===== src/rtl/ti_quad_layer_serial_if.sv =====
// Handshake and share bundle between the serial quadratic layer and its
// producer/consumer. NIBBLES must match the attached ti_quad_layer_serial.
interface ti_quad_layer_serial_if #(
    parameter int NIBBLES = 16
);
    localparam int W = 4 * NIBBLES;

    logic         in_valid;
    logic         in_ready;
    logic [W-1:0] in_x1;
    logic [W-1:0] in_x2;
    logic [W-1:0] in_x3;
    logic         out_valid;
    logic         out_ready;
    logic [W-1:0] out_y1;
    logic [W-1:0] out_y2;
    logic [W-1:0] out_y3;
    logic         busy;

    modport master (
        output in_valid, in_x1, in_x2, in_x3, out_ready,
        input  in_ready, out_valid, out_y1, out_y2, out_y3, busy
    );

    modport slave (
        input  in_valid, in_x1, in_x2, in_x3, out_ready,
        output in_ready, out_valid, out_y1, out_y2, out_y3, busy
    );
endinterface


===== src/rtl/ti_quad_layer_serial.sv =====
// Nibble-serial 3-share quadratic S-box layer: one Quadratic_294 evaluated per
// cycle, results rotated back into the share registers in original order.

// 3-share threshold implementation of y = (a, b, c^ab, d^ac^bc), x = {a,b,c,d}.
// Output share k never sees input share k (non-completeness).
module Quadratic_294 (
    input  logic [3:0] x1,
    input  logic [3:0] x2,
    input  logic [3:0] x3,
    output logic [3:0] y1,
    output logic [3:0] y2,
    output logic [3:0] y3
);
    function automatic logic [3:0] q_share(input logic [3:0] p, input logic [3:0] q);
        logic t_ab;
        logic t_ac;
        logic t_bc;
        t_ab = (p[3] & p[2]) ^ (p[3] & q[2]) ^ (q[3] & p[2]);
        t_ac = (p[3] & p[1]) ^ (p[3] & q[1]) ^ (q[3] & p[1]);
        t_bc = (p[2] & p[1]) ^ (p[2] & q[1]) ^ (q[2] & p[1]);
        return {p[3], p[2], p[1] ^ t_ab, p[0] ^ t_ac ^ t_bc};
    endfunction

    assign y1 = q_share(x2, x3);
    assign y2 = q_share(x3, x1);
    assign y3 = q_share(x1, x2);
endmodule

module ti_quad_layer_serial #(
    parameter int NIBBLES = 16
) (
    input  logic                    clk,
    input  logic                    rst,
    ti_quad_layer_serial_if.slave   bus
);
    localparam int W  = 4 * NIBBLES;
    localparam int CW = (NIBBLES > 1) ? $clog2(NIBBLES) : 1;
    localparam logic [CW-1:0] CNT_LAST = CW'(NIBBLES - 1);

    typedef enum logic [1:0] {
        ST_IDLE = 2'd0,
        ST_RUN  = 2'd1,
        ST_DONE = 2'd2
    } state_t;

    state_t        state_r;
    state_t        state_nx_s;
    logic [CW-1:0] cnt_r;
    logic [W-1:0]  s1_r;
    logic [W-1:0]  s2_r;
    logic [W-1:0]  s3_r;
    logic          busy_r;
    logic          out_valid_r;
    logic          load_s;
    logic          shift_s;
    logic          in_ready_s;
    logic [3:0]    y1_s;
    logic [3:0]    y2_s;
    logic [3:0]    y3_s;

    Quadratic_294 u_q294 (
        .x1 (s1_r[3:0]),
        .x2 (s2_r[3:0]),
        .x3 (s3_r[3:0]),
        .y1 (y1_s),
        .y2 (y2_s),
        .y3 (y3_s)
    );

    // State register
    always_ff @(posedge clk or posedge rst) begin
        if (rst) begin
            state_r <= ST_IDLE;
        end else begin
            state_r <= state_nx_s;
        end
    end

    // Next-state, load/shift strobes and the combinational in_ready
    always_comb begin
        state_nx_s = state_r;
        load_s     = 1'b0;
        shift_s    = 1'b0;
        in_ready_s = 1'b0;
        case (state_r)
            ST_IDLE: begin
                in_ready_s = 1'b1;
                if (bus.in_valid) begin
                    load_s     = 1'b1;
                    state_nx_s = ST_RUN;
                end else begin
                    state_nx_s = ST_IDLE;
                end
            end
            ST_RUN: begin
                shift_s = 1'b1;
                if (cnt_r == CNT_LAST) begin
                    state_nx_s = ST_DONE;
                end else begin
                    state_nx_s = ST_RUN;
                end
            end
            ST_DONE: begin
                if (bus.out_ready) begin
                    in_ready_s = 1'b1;
                    if (bus.in_valid) begin
                        load_s     = 1'b1;
                        state_nx_s = ST_RUN;
                    end else begin
                        state_nx_s = ST_IDLE;
                    end
                end else begin
                    state_nx_s = ST_DONE;
                end
            end
            default: begin
                state_nx_s = ST_IDLE;
            end
        endcase
    end

    // Share registers and nibble counter; cnt stops at its terminal value
    always_ff @(posedge clk or posedge rst) begin
        if (rst) begin
            s1_r  <= '0;
            s2_r  <= '0;
            s3_r  <= '0;
            cnt_r <= '0;
        end else if (load_s) begin
            s1_r  <= bus.in_x1;
            s2_r  <= bus.in_x2;
            s3_r  <= bus.in_x3;
            cnt_r <= '0;
        end else if (shift_s) begin
            s1_r <= {y1_s, s1_r[W-1:4]};
            s2_r <= {y2_s, s2_r[W-1:4]};
            s3_r <= {y3_s, s3_r[W-1:4]};
            if (cnt_r != CNT_LAST) begin
                cnt_r <= cnt_r + CW'(1);
            end else begin
                cnt_r <= cnt_r;
            end
        end else begin
            s1_r  <= s1_r;
            s2_r  <= s2_r;
            s3_r  <= s3_r;
            cnt_r <= cnt_r;
        end
    end

    // Status flags registered from the next state so they carry no input path
    always_ff @(posedge clk or posedge rst) begin
        if (rst) begin
            busy_r      <= 1'b0;
            out_valid_r <= 1'b0;
        end else begin
            busy_r      <= (state_nx_s == ST_RUN);
            out_valid_r <= (state_nx_s == ST_DONE);
        end
    end

    assign bus.in_ready  = in_ready_s;
    assign bus.busy      = busy_r;
    assign bus.out_valid = out_valid_r;
    assign bus.out_y1    = s1_r;
    assign bus.out_y2    = s2_r;
    assign bus.out_y3    = s3_r;
endmodule


===== src/flat_wrapper.sv =====
// flat-port wrapper written by rule: the top's interface ports become plain ports
module ti_quad_layer_serial_flat 
#(
    parameter int NIBBLES = 16
)
  (clk, rst, bus_in_valid, bus_in_x1, bus_in_x2, bus_in_x3, bus_out_ready, bus_in_ready, bus_out_valid, bus_out_y1, bus_out_y2, bus_out_y3, bus_busy);
  ti_quad_layer_serial_if #(.NIBBLES(NIBBLES)) bus_i ();
  input  logic clk;
  input  logic rst;
  input wire logic [$bits(bus_i.in_valid)-1:0] bus_in_valid;
  input wire logic [$bits(bus_i.in_x1)-1:0] bus_in_x1;
  input wire logic [$bits(bus_i.in_x2)-1:0] bus_in_x2;
  input wire logic [$bits(bus_i.in_x3)-1:0] bus_in_x3;
  input wire logic [$bits(bus_i.out_ready)-1:0] bus_out_ready;
  output wire logic [$bits(bus_i.in_ready)-1:0] bus_in_ready;
  output wire logic [$bits(bus_i.out_valid)-1:0] bus_out_valid;
  output wire logic [$bits(bus_i.out_y1)-1:0] bus_out_y1;
  output wire logic [$bits(bus_i.out_y2)-1:0] bus_out_y2;
  output wire logic [$bits(bus_i.out_y3)-1:0] bus_out_y3;
  output wire logic [$bits(bus_i.busy)-1:0] bus_busy;
  assign bus_i.in_valid = bus_in_valid;
  assign bus_i.in_x1 = bus_in_x1;
  assign bus_i.in_x2 = bus_in_x2;
  assign bus_i.in_x3 = bus_in_x3;
  assign bus_i.out_ready = bus_out_ready;
  assign bus_in_ready = bus_i.in_ready;
  assign bus_out_valid = bus_i.out_valid;
  assign bus_out_y1 = bus_i.out_y1;
  assign bus_out_y2 = bus_i.out_y2;
  assign bus_out_y3 = bus_i.out_y3;
  assign bus_busy = bus_i.busy;
  ti_quad_layer_serial #(.NIBBLES(NIBBLES)) u_core (.clk(clk), .rst(rst), .bus(bus_i));
endmodule

===== config.mk =====
export PLATFORM = sky130hd
export DESIGN_NAME = ti_quad_layer_serial_flat
export DESIGN_NICKNAME = d
export VERILOG_FILES = /design/src/rtl/ti_quad_layer_serial_if.sv /design/src/rtl/ti_quad_layer_serial.sv /design/src/flat_wrapper.sv
export SDC_FILE = /design/constraint.sdc
export NUM_CORES = 1
export LEC_CHECK = 0
export CORE_MARGIN = 3
export CORE_UTILIZATION = 42
export CTS_CLUSTER_SIZE = 8
export DETAILED_ROUTE_END_ITERATION = 12
export HOLD_SLACK_MARGIN = 0.06
export PLACE_DENSITY = 0.9
export SLEW_MARGIN = 20
export SYNTH_ARGS = -nofsm -noshare
export SYNTH_HDL_FRONTEND = slang
export SYNTH_SLANG_ARGS = --single-unit

===== constraint.sdc =====
create_clock -name clk -period 7.2 [get_ports clk]
set_clock_uncertainty 0.1 [all_clocks]
set_input_delay 0.72 -clock clk [delete_from_list [all_inputs] [get_ports clk]]
set_output_delay 0.72 -clock clk [all_outputs]
set_load 0.005 [all_outputs]

==> flow_summary.yaml <==
global_routing:
  grt_max_degree: 121
  gr-usage-all-layers_pct: 25.6
  grt_pass1_vias: 8333
  antenna_found_initial: 1
  grt_pass1_wl_um: 45500
  grt_overflow: 0
final_layout:
  syn_to_final_growth_pct: 51.0
  fin_area_sq_um: 13400
  layout-drive-gt1-share_pct: 4.12
  fin_nets: 1469
cts:
  cts_buffer_depth: 2
  cts_htree_levels: 4
  cts_root_buf: "clkbuf_16"
  clock-sinks: 200
  cts_made_buffers: 17
  cts_tree: "yes"
  cts_resized: 0
  clk_pin_slew_ns: 0.07
  post_cts_buffers: 0
  clkLatencyLatePin_ns: 0.43
  cts-hold-fix-buffers: 0
synth:
  synth_area_sq_um: 8890
  syn-num-nets: 1127
  synth_ff_type: "dfrtp_1"
  synth.area.top_cells: "dfrtp_1 56%, nand2_1 16%, a22oi_1 15%"
  synth_top_area_share_pct: 56.3
  synthCells: 930
  syn_avg_cell_area_sq_um: 9.55
  ys_warn_count: 0
  ys_async_sr_fraction_pct: 100
  synth_commonest_cells: "383 x nand2_1, 200 x dfrtp_1, 181 x a22oi_1"
  ys_ff_latch: 200
  synth.yosys.seq_area_share_pct: 56.3
  synth_top_area_cell: "dfrtp_1"
  synth_edf_count: 0
  yosysMostFrequentCell: "nand2_1"
  yosysUniqueCellTypes: 37
critical_path:
  crit_fanout: 97
  r2r.worst_path.cells: 6
  crit_path_cell_trace: "nor2b_4, buf_4, buf_4, nand2_1, nand2_1, a21oi_1"
  required_ns: 7.40
  critical_path.reg2reg.startpoint: "u_core.state_r[0]"
  cp-start-kind: "flop"
  end_kind: "flop"
  arrival_ns: 3.21
  critPathKind: "reg -> reg"
  critPathMaxStageDelay_ns: 0.88
  rrSetupSlack_ns: 4.19
  rr_endpoint: "u_core.cnt_r[1]"
  slowest_stage: "buf_4"
timing:
  tns_ns: 0
  grt_setup_unrepaired: "no"
  fmax_ghz: 0.332
  slew_viol_final: 0
  hold_violations: 0
  finalCritPeriodShare_pct: 41.8
  hold_slack_ns: 0.402
  tightest_slew_ns: 1.13
  max_slew_margin_pct: 24.5
  setup_viol: 0
  fin_crit_ns: 3.01
route:
  ant_nets: 0
  routed-via-count: 8432
  via_per_inst: 5.42
  drt-initial-drc-count: 624
  firstDrtPassIters: 6
  route.detailed.drc: 0
  routed_wl_um: 30500
  wl_per_cell_um: 19.6
die:
  die_w_um: 151
  io_pins: 391
  coreArea_sq_um: 20500
  initial_core_util_pct: 43.4
  dieArea_sq_um: 22900
  die_h_um: 151
  rows: 52
flow_run:
  maxCapViolations: 0
power:
  p_leak_nw: 6.10
  max-vdd-ir-drop_v: 0.000221
  cellPowerDensity_nw_per_um2: 461
placed_design:
  hpwlAfterDp_um: 21500
  io_buffers: 390
  routabilityCongestion: 0.869
  dpl_cell_area_sq_um: 12800
hold_path:
  hold_class: "reg -> reg"
  min_to: "u_core.bus.out_y3[56]"
  min-delay-start: "u_core.bus.out_y3[56]"
  hold_depth: 2
outcome:
  status: "finished clean"
==> per-stage QoR <==
| stage | total power, mW | cells | util [%] | setup slack [ns] |
|---|---|---|---|---|
| 2_1_floorplan | 3.54 | 930 | - | 0.926 |
| 6_report | 6.19 | 1556 | 65.5 | 4.19 |
| 3_3_place_gp | 5.06 | 1523 | 62.3 | 4.15 |
| 5_1_grt | 6.62 | 1556 | 65.5 | 4.02 |
| 4_1_cts | 6.23 | 1555 | 65.4 | 4.23 |
| 3_5_place_dp | 5.16 | 1523 | 62.3 | 4.11 |
==> final cells by class <==
cell class	instances	area [sq um]
fillers	1652	7080
clock inverters	13	191
clock buffers	19	443
multi-input cells	655	3470
repair buffers	397	3960
flip-flops and latches	200	5000
diodes	1	2.50
well taps	270	338
inverters	1	11.3
==> critical path: cells and delay by family, from the launching register on <==
| kind | cells | cell delay (ns) |
|---|---|---|
| AND/OR/NAND/NOR | 3 | 0.56 |
| AO/OA/AOI/OAI | 1 | 0.07 |
| flip-flops | 1 | 0.45 |
| buffers and inverters | 2 | 1.68 |
==> routing by layer <==
| metal | GRT usage (%) | part of all wire, % | up-vias |
|---|---|---|---|
| met1 | 33.2 | 40 | 4077 |
| li1 | - | - | 3868 |
| met4 | 10.7 | 3.9 | 0 |
| met2 | 41.4 | 49 | 426 |
| met3 | 6.13 | 7.6 | 61 |
| met5 | 0 | 0 | - |
==> kinds of logic after synthesis <==
logic type                 synth area share, %
and+or+nand+nor                           18.8
AOI/OAI and AO/OA                         17.3
DFF                                       56.3
buffers and inverters                     4.79
xor gates and xnor gates                  1.34
muxes                                     1.30
adders and majority gates                0.141
==> worst max-delay path by stage <==
stage                     slack (ns)         startpoint  depth (start not counted)               endpoint
after floorplan                 0.93                rst                          1        u_core.bus.busy
after global placement          4.15                rst                          3  u_core.bus.out_y3[19]
after detailed placement        4.11      bus_out_ready                          6  u_core.bus.out_y1[29]
after CTS                       4.23  u_core.state_r[0]                          6        u_core.cnt_r[1]
after global routing            4.02  u_core.state_r[0]                          6        u_core.cnt_r[1]
final                           4.19  u_core.state_r[0]                          6        u_core.cnt_r[1]
==> sequential cells by signal (all words and copies together) (netlist names) <==
register and flops:
u_core.bus.out_y3 64, u_core.state_r 2, u_core.bus.out_y2 64, u_core.bus.out_y1 64
u_core.cnt_r 4, u_core.bus.out_valid 1, u_core.bus.busy 1
==> where the power goes <==
part	switching [mW]	internal, mW	total [mW]
Sequential	0.616	1.70	2.32
Clock	0.444	0.598	1.04
Combinational	1.23	1.60	2.83
Total	2.29	3.90	6.19
==> placed cells by master, fill, tap and decap left out, drive strengths merged, types with 4 or more instances in the layout <==
cell             n
a31oi            7
buf              7
mux2             9
clkbuf          19
a21oi            7
nor2b            5
nand2b           5
clkdlybuf4s50  390
nor2            16
nand2          383
dfrtp          200
xor2             6
bufinv           4
and3             5
a22oi          181
xnor2            5
inv              5
o21ai            6
(Power assumes the default switching activity.)
